$ cat config.mk
export PLATFORM = sky130hd
export DESIGN_NAME = fetch_unit
export DESIGN_NICKNAME = d
export VERILOG_FILES = /design/src/rtl/riscv_pkg.sv /design/src/rtl/fetch_fifo.sv /design/src/rtl/fetch_unit.sv
export SDC_FILE = /design/constraint.sdc
export NUM_CORES = 1
export LEC_CHECK = 0
export ABC_AREA = 1
export BUFFER_PORTS_ARGS = -buffer_cell sky130_fd_sc_hd__buf_2
export CORE_MARGIN = 5
export CORE_UTILIZATION = 29
export DETAILED_ROUTE_END_ITERATION = 10
export PLACE_DENSITY = 0.53
export SLEW_MARGIN = 40
export SYNTH_ARGS = -nofsm -noshare
export SYNTH_HDL_FRONTEND = slang
export SYNTH_HIERARCHICAL = 1
export SYNTH_SLANG_ARGS = --single-unit
$ cat constraint.sdc
create_clock -name clk -period 8.2 [get_ports clk]
set_clock_uncertainty 0.2 [all_clocks]
set_input_delay 0 -clock clk [delete_from_list [all_inputs] [get_ports clk]]
set_output_delay 0 -clock clk [all_outputs]
set_load 0.01 [all_outputs]
$ cat src/rtl/riscv_pkg.sv
// riscv_pkg: shared fetch-stage types and the default reset PC.
package riscv_pkg;

  localparam logic [31:0] DEFAULT_RESET_PC = 32'h0000_0000;

  typedef struct packed {
    logic [31:0] pc;
    logic [31:0] data;
  } fetch_entry_t;

  typedef enum logic [1:0] {
    BOOT,
    RUN,
    HALT
  } fetch_state_e;

endpackage

$ cat src/rtl/fetch_fifo.sv
// fetch_fifo: power-of-two synchronous FIFO with flush, generic entry type.
// The head entry is read straight from the storage registers (no bypass).
module fetch_fifo
  import riscv_pkg::*;
#(
  parameter int unsigned DEPTH = 4,
  parameter type         T     = fetch_entry_t
) (
  input  logic                   clk_i,
  input  logic                   rst_ni,
  input  logic                   flush_i,
  input  logic                   push_i,
  input  T                       data_i,
  input  logic                   pop_i,
  output T                       data_o,
  output logic [$clog2(DEPTH):0] count_o,
  output logic                   full_o,
  output logic                   empty_o
);

  localparam int unsigned AW = $clog2(DEPTH);
  localparam int unsigned CW = AW + 1;

  T              mem_q [DEPTH];
  logic [AW-1:0] wr_q;
  logic [AW-1:0] rd_q;
  logic [CW-1:0] count_q;
  logic          do_push;
  logic          do_pop;

  assign empty_o = (count_q == '0);
  assign full_o  = (count_q == CW'(DEPTH));
  assign count_o = count_q;
  assign data_o  = mem_q[rd_q];
  assign do_pop  = pop_i && !empty_o;
  // A push at full is accepted only when the head leaves in the same cycle.
  assign do_push = push_i && (!full_o || do_pop);

  // Storage, pointers and occupancy; flush empties without touching storage.
  always_ff @(posedge clk_i or negedge rst_ni) begin
    if (!rst_ni) begin
      for (int unsigned i = 0; i < DEPTH; i++) begin
        mem_q[i] <= '0;
      end
      wr_q    <= '0;
      rd_q    <= '0;
      count_q <= '0;
    end else if (flush_i) begin
      wr_q    <= '0;
      rd_q    <= '0;
      count_q <= '0;
    end else begin
      if (do_push) begin
        mem_q[wr_q] <= data_i;
        wr_q        <= wr_q + 1'b1;
      end
      if (do_pop) begin
        rd_q <= rd_q + 1'b1;
      end
      count_q <= count_q + CW'(do_push) - CW'(do_pop);
    end
  end

endmodule

$ cat src/rtl/fetch_unit.sv
// fetch_unit: RV32I instruction fetch with prefetch FIFO and redirect flush.
// Optional misaligned-redirect trap: define FETCH_MISALIGN_CHECK_EN.
module fetch_unit
  import riscv_pkg::*;
#(
  parameter int unsigned FIFO_DEPTH = 4,
  parameter logic [31:0] RESET_PC   = DEFAULT_RESET_PC
) (
  input  logic        clk,
  input  logic        reset,
  output logic        imem_req,
  output logic [31:0] imem_addr,
  input  logic        imem_gnt,
  input  logic        imem_rvalid,
  input  logic [31:0] imem_rdata,
  output logic        instr_valid,
  output logic [31:0] instr_data,
  output logic [31:0] instr_pc,
  input  logic        instr_ready,
  input  logic        redirect,
  input  logic [31:0] redirect_pc,
  output logic        fetch_fault
);

  localparam int unsigned   CW      = $clog2(FIFO_DEPTH) + 1;
  localparam logic [CW:0]   DEPTH_L = FIFO_DEPTH[CW:0];

  fetch_state_e  state_q, state_d;
  logic [31:0]   pc_q, pc_d;
  logic [CW-1:0] discard_q, discard_d;
  logic [CW-1:0] fifo_count;
  logic [CW-1:0] outstanding;
  logic [CW:0]   in_use;
  logic          fifo_empty, fifo_full;
  logic          tag_empty, tag_full;
  fetch_entry_t  fifo_head, fifo_wdata;
  logic [31:0]   tag_pc;
  logic          grant, rsp, redir, misaligned;
  logic          rsp_keep, fifo_pop, fifo_flush;
  logic          unused_full;

  // Outstanding requests always have a reserved FIFO slot.
  assign in_use      = {1'b0, fifo_count} + {1'b0, outstanding};
  assign imem_req    = (state_q == RUN) && (in_use < DEPTH_L);
  assign imem_addr   = pc_q;
  assign grant       = imem_req && imem_gnt;
  // Responses are only counted against tagged in-flight requests.
  assign rsp         = imem_rvalid && (state_q != BOOT) && !tag_empty;
  assign redir       = redirect && (state_q != BOOT);
  assign rsp_keep    = rsp && !redir && (discard_q == '0) && (state_q == RUN);
  assign fifo_flush  = redir || (state_q == HALT);
  assign fifo_pop    = instr_valid && instr_ready;
  assign fifo_wdata  = '{pc: tag_pc, data: imem_rdata};
  assign instr_valid = !fifo_empty;
  assign instr_data  = fifo_head.data;
  assign instr_pc    = fifo_head.pc;
  assign unused_full = fifo_full ^ tag_full;

`ifdef FETCH_MISALIGN_CHECK_EN
  assign misaligned  = |redirect_pc[1:0];
  assign fetch_fault = (state_q == HALT);
`else
  assign misaligned  = 1'b0;
  assign fetch_fault = 1'b0;
`endif

  // Next-state, PC and stale-response discard count.
  always_comb begin
    state_d   = state_q;
    pc_d      = pc_q;
    discard_d = discard_q;
    case (state_q)
      BOOT:    state_d = RUN;
      RUN:     if (redir && misaligned)  state_d = HALT;
      HALT:    if (redir && !misaligned) state_d = RUN;
      default: state_d = BOOT;
    endcase
    if (redir) begin
      pc_d      = redirect_pc & 32'hFFFF_FFFC;
      // Everything still in flight after this cycle is stale, including a grant now.
      discard_d = outstanding + CW'(grant) - CW'(rsp);
    end else begin
      if (grant) begin
        pc_d = pc_q + 32'd4;
      end
      if (rsp && (discard_q != '0)) begin
        discard_d = discard_q - 1'b1;
      end
    end
  end

  // State, PC and discard registers.
  always_ff @(posedge clk or negedge reset) begin
    if (!reset) begin
      state_q   <= BOOT;
      pc_q      <= RESET_PC;
      discard_q <= '0;
    end else begin
      state_q   <= state_d;
      pc_q      <= pc_d;
      discard_q <= discard_d;
    end
  end

  fetch_fifo #(
    .DEPTH (FIFO_DEPTH),
    .T     (fetch_entry_t)
  ) u_instr_fifo (
    .clk_i   (clk),
    .rst_ni  (reset),
    .flush_i (fifo_flush),
    .push_i  (rsp_keep),
    .data_i  (fifo_wdata),
    .pop_i   (fifo_pop),
    .data_o  (fifo_head),
    .count_o (fifo_count),
    .full_o  (fifo_full),
    .empty_o (fifo_empty)
  );

  // In-flight PC tags; its occupancy is the outstanding request count.
  fetch_fifo #(
    .DEPTH (FIFO_DEPTH),
    .T     (logic [31:0])
  ) u_tag_fifo (
    .clk_i   (clk),
    .rst_ni  (reset),
    .flush_i (1'b0),
    .push_i  (grant),
    .data_i  (pc_q),
    .pop_i   (rsp),
    .data_o  (tag_pc),
    .count_o (outstanding),
    .full_o  (tag_full),
    .empty_o (tag_empty)
  );

endmodule

==> Word-level counts from Yosys, hierarchy flattened <==
Index checks and enable logic that the tools add are counted.
{ "word_totals": {"regBits": 435, "input_bits": 70, "output_inout_bits": 99, "wordCells": 111} }
{ "classes": {"n_addsub": 13, "order_cmp": 7, "eq_ne": 5, "mux": 23, "bitwise_logic": 6, "reduce_logical": 36} }
{ "ops": {"columns": ["op", "n"], "rows": [
  ["$bwmux 256", 1],
  ["$mux 64", 3],
  ["$mux 32", 5],
  ["$bmux 64 s2", 1],
  ["$bwmux 128", 1],
  ["$demux 64 s2", 1],
  ["$bmux 32 s2", 1],
  ["$demux 32 s2", 1],
  ["$add 32x3->32 const B", 1],
  ["$logic_and 1x1->1", 16],
  ["$ge 3x3->1 const B", 4],
  ["$not 2->3", 4],
  ["$mux 2", 5],
  ["$reduce_bool 2->1", 5],
  ["$add 3x1->3", 3],
  ["$logic_not 3->1", 3],
  ["$mux 3", 3],
  ["$sub 3x1->3", 3],
  ["$add 2x1->2 const B", 4],
  ["$eq 3x3->1 const B", 2],
  ["$lt 3x1->1 const B", 2],
  ["$pmux 2 s3", 1],
  ["$logic_not 1->1", 5],
  ["$add 3x3->4", 1],
  ["other kinds (10)", 14]
]} }

==> Longest topological paths before layout <==
{ "logic_depth": {"depth_word": 10, "depth_mapped": 14, "depth_no_buf": 14} }

==> Hierarchy <==
The synthesis kept the hierarchy.
{ "by_module_without_submodules": {"columns": ["module", "instances", "cells_each", "area_each_um2", "seq_area_each_um2"], "rows": [
  ["fetch_fifo (u_instr_fifo)", 1, 1499, 11965.2, 6581.3],
  ["fetch_fifo (u_tag_fifo)", 1, 780, 6173.4, 3378.2],
  ["fetch_unit", 1, 435, 2778.9, 850.8]
]} }

==> Least setup slack after synthesis <==
OpenSTA, ideal clock, no wires.
{ "synth_timing": {"path_type": "reg2reg", "from": "register u_tag_fifo.count_q[1] (netlist: u_tag_fifo/count_o[1])", "to": "register u_tag_fifo.count_q[2] (netlist: u_tag_fifo/count_o[2])", "setup_time_ns": 0.086, "arrival_ns": 2.518, "required_time_ns": 7.914, "slack_ns": 5.396, "stages_incl_launch_ff": 13, "path_buffers": 0, "period_less_slack_ns": 2.804, "cell_sequence": "dfrtp_1 ha_1 nand3_1 nand4_4 clkinv_1 nand2_1 ha_1 inv_1 ha_1 inv_1 fa_1 and3_1 nor3_1"} }
{ "synth_between": {"elab_cells_between_ends": 14, "classes_between": "add/sub: 3; order compare: 1; eq/ne: 1; reduce/logical: 9"} }
{ "synth_lines": {"columns": ["element", "line_no", "text"], "rows": [
  ["start: declaration", "fetch_fifo.sv:27", "logic [CW-1:0] count_q;"],
  ["start signal: assignment", "fetch_fifo.sv:60", "count_q <= count_q + CW'(do_push) - CW'(do_pop);"],
  ["$add 3x3->4", "fetch_unit.sv:43", "assign in_use = {1'b0, fifo_count} + {1'b0, outstanding};"],
  ["$lt 4x3->1", "fetch_unit.sv:44", "assign imem_req = (state_q == RUN) && (in_use < DEPTH_L);"],
  ["$logic_and 1x1->1", "fetch_unit.sv:44", null],
  ["$logic_and 1x1->1", "fetch_unit.sv:46", "assign grant = imem_req && imem_gnt;"],
  ["net grant", "fetch_unit.sv:38", "logic grant, rsp, redir, misaligned;"],
  ["$logic_and 1x1->1", "fetch_fifo.sv:37", "assign do_push = push_i && (!full_o || do_pop);"],
  ["$add 3x1->3", "fetch_fifo.sv:60", null],
  ["$sub 3x1->3", "fetch_fifo.sv:60", null]
]} }
The timed path passes the listed nets, and every way through them passes these cells.
A chain may end at the register's enable or synchronous reset.

==> Worst setup path after layout <==
{ "layout_timing": {"from": "register u_tag_fifo.count_q[1] (netlist: u_tag_fifo/count_o[1])", "to": "register u_instr_fifo/mem_q[128] (netlist name)"} }
{ "layout_between": {"elab_chain_len": 8} }
{ "layout_lines": {"columns": ["element", "line_no", "text"], "rows": [
  ["$logic_not 3->1", "fetch_fifo.sv:31", "assign empty_o = (count_q == '0);"],
  ["net tag_empty", "fetch_unit.sv:35", "logic tag_empty, tag_full;"],
  ["$logic_not 1->1", "fetch_unit.sv:48", "assign rsp = imem_rvalid && (state_q != BOOT) && !tag_empty;"],
  ["$logic_and 1x1->1", "fetch_unit.sv:48", null],
  ["$logic_and 1x1->1 (3 in series)", "fetch_unit.sv:50", "assign rsp_keep = rsp && !redir && (discard_q == '0) && (state_q == RUN);"],
  ["net rsp_keep", "fetch_unit.sv:39", "logic rsp_keep, fifo_pop, fifo_flush;"],
  ["$logic_and 1x1->1", "fetch_fifo.sv:37", null],
  ["$reduce_and 2->1 (no source line)", null, null],
  ["end signal: indexed assignment", "fetch_fifo.sv:54", "mem_q[wr_q] <= data_i;"],
  ["end: declaration", "fetch_fifo.sv:24", "T mem_q [DEPTH];"]
]} }
The timed path passes the listed nets, and every way through them passes these cells.

==> flow_summary.yaml <==
placement:
  portBuffers: 163
  dpl.cell_count: 3722
  hpwlAfterDp_um: 37300
  place_area_mm2: 0.02255
  place_congestion: 0.7600
worst_hold_path:
  hold_class: "input pin to flop"
  hold_depth: 6
  hold_path_end: "imem_addr[13]"
  hp-start: "redirect_pc[13]"
sta:
  max_freq_mhz: 281.2
  tns_ns: 0
  slew_headroom_pct: 48.39
  grt_setup_unrepaired: "no"
  timing_worst_slew_pin_value_ns: 0.7741
  hold_slack_ns: 0.04846
  post-route-period-util_pct: 43.37
  fin_crit_ns: 3.557
  setup_viol: 0
  hold_viol_final: 0
  drv_slew: 0
clocking:
  cts_tree: "done"
  clock-sinks: 432
  root_buffer: "clkbuf_16"
  clk_latency_ns: 0.61
  post_cts_buffers: 0
  clk_path_buf_depth: 3
  clk_pin_slew_ns: 0.06
  ctsResizeCount: 0
  cts_made_buffers: 53
  htree_levels: 2
setup_path:
  critical_path_buf_inv_count: 4
  cp-end-kind: "flop"
  critPathArrivalTime_ns: 3.89
  worstSetupStartpointType: "flop"
  cp_common_cell: "nand2_1"
  ff2ff_setup_slack_ns: 4.64
  rr_startpoint: "u_tag_fifo/count_o[1]"
  slowest_stage: "buf_4"
  cp_max_fo: 47
  worstPathRequired_ns: 8.54
  critPathTopFamily: "buffers and inverters"
  cp_cell_sequence: "inv_1 -> nand2_1 -> nor2_1 -> nor4_2 -> dlygate4sd3_1 -> buf_4 -> nand3_4 -> nor2_8 -> buf_4 -> nand2_1 -> nand2_1"
  cpPeakStageDelay_ns: 0.65
  r2r_end: "u_instr_fifo/mem_q[128]"
  rr_worst_depth: 11
  crit_type: "flop to flop"
route:
  drt-total-wl_um: 66540
  wl_per_cell_um: 16.86
  drtIter0Drc: 1142
  ant_nets: 0
  dr.pass1.iters: 5
  route.detailed.drc: 0
  via_count: 18490
  avgViaCountPerCell: 4.686
logic_synthesis:
  avgSynthCellArea_um2: 7.709
  ys_warn_count: 6
  synth_area_mm2: 0.02091
  netlist_instances: 2712
pwr:
  total_power_w: 0.007041
  p_sw_w: 0.002526
  combPwrFrac_pct: 25.8
  p_leak_nw: 13.75
  p_int_w: 0.004515
  clkPwrFrac_pct: 32.8
  p_seq_share_pct: 41.4
  powerDensity_mw_per_mm2: 275.3
  p_sw_share_pct: 35.88
  ir_drop_mv: 0.1760
final_layout:
  drive_above_1_share_pct: 11.18
  antenna_cells: 0
  area_delta_synth_final_pct: 22.33
  fin_area_mm2: 0.02558
  final_common_cell: "nand2_1"
  fin_cells: 3946
  final_nets: 3047
  final_cell_mix: "1312 x nand2_1, 429 x dfrtp_1, 281 x nor2_1"
grt:
  grt_pass1_vias: 18595
  grt_max_degree: 140
  grt_overflow: 0
  gr-usage-all-layers_pct: 16.91
  grt_pass1_wl_um: 106500
  antenna_found_initial: 2
floorplan:
  die_area_mm2: 0.07757
  core_mm2: 0.07149
  die_w_um: 278.5
  die_h_um: 278.5
  rows: 98
  initial_core_util_pct: 29.25
  io-pin-count: 169
run_status:
  outcome: "completed"
run:
  max-cap-violations: 0
cell type report:
class / instances / area [um2]
Sequential cell: 432 / 10820
Tap cell: 950 / 1189
Inverter: 73 / 276.5
Timing Repair Buffer: 324 / 2544
Multi-Input combinational cell: 2071 / 9044
Clock inverter: 25 / 234.0
Clock buffer: 71 / 1474
Fill cell: 7518 / 45910
flip-flops by register name (all words and copies together), names as in the netlist:
register and count:
u_tag_fifo/count_o 3, u_instr_fifo/count_o 3, u_instr_fifo/rd_q 2, u_instr_fifo/wr_q 2, u_tag_fifo/wr_q 2, discard_q 3, u_tag_fifo/mem_q 128, imem_addr 30
u_instr_fifo/mem_q 256, u_tag_fifo/rd_q 2, state_q 1
power groups by stage:
stage,Sequential (W),Combinational [W],Clock [W]
2_1_floorplan,0.00282,0.00109,0
3_3_place_gp,0.00293,0.00175,0
3_5_place_dp,0.00294,0.00177,0
4_1_cts,0.00291,0.00185,0.00238
5_1_grt,0.00297,0.00207,0.00246
6_report,0.00291,0.00182,0.00231
per-stage QoR:
step,utilization (%),setup slack [ns]
final,35.78,4.643
after global placement,31.29,4.987
after CTS,35.74,4.622
after detailed placement,31.54,4.956
after floorplan,-,5.411
after global routing,35.78,4.361
how the worst max path moves through the flow:
stage	from	to	slack [ns]	cells after the start
finish	u_tag_fifo/count_o[1]	u_instr_fifo/mem_q[128]	4.64	11
floorplan	u_tag_fifo/count_o[1]	u_tag_fifo/count_o[2]	5.41	12
global route	u_tag_fifo/count_o[1]	u_instr_fifo/mem_q[141]	4.36	11
global placement	u_instr_fifo/count_o[1]	u_tag_fifo/count_o[2]	4.99	12
detailed placement	u_instr_fifo/count_o[1]	u_tag_fifo/count_o[2]	4.96	12
CTS	u_tag_fifo/count_o[1]	u_instr_fifo/mem_q[139]	4.62	11
metal layers:
metal	vias to the layer above	GRT usage, %	share of wire (%)
met5	-	0	0
met1	8883	23.90	47
met2	479	27.43	45
met3	95	2.634	5.8
met4	0	4.070	2.1
li1	9033	-	-
tightest hold or removal path: stages:
cell and delay, ns:
dlygate4sd3_1 0.52, buf_2 0.09, nor2_1 0.03, nor2_1 0.09, nand2_1 0.05, nand2_1 0.04
repair_timing:
action	in CTS	in global routing
endpoints found under the hold margin	601	0
hold buffers	127	0
endpoints found under the setup margin	0	0
No activity file was read; power rests on OpenSTA's default activity.
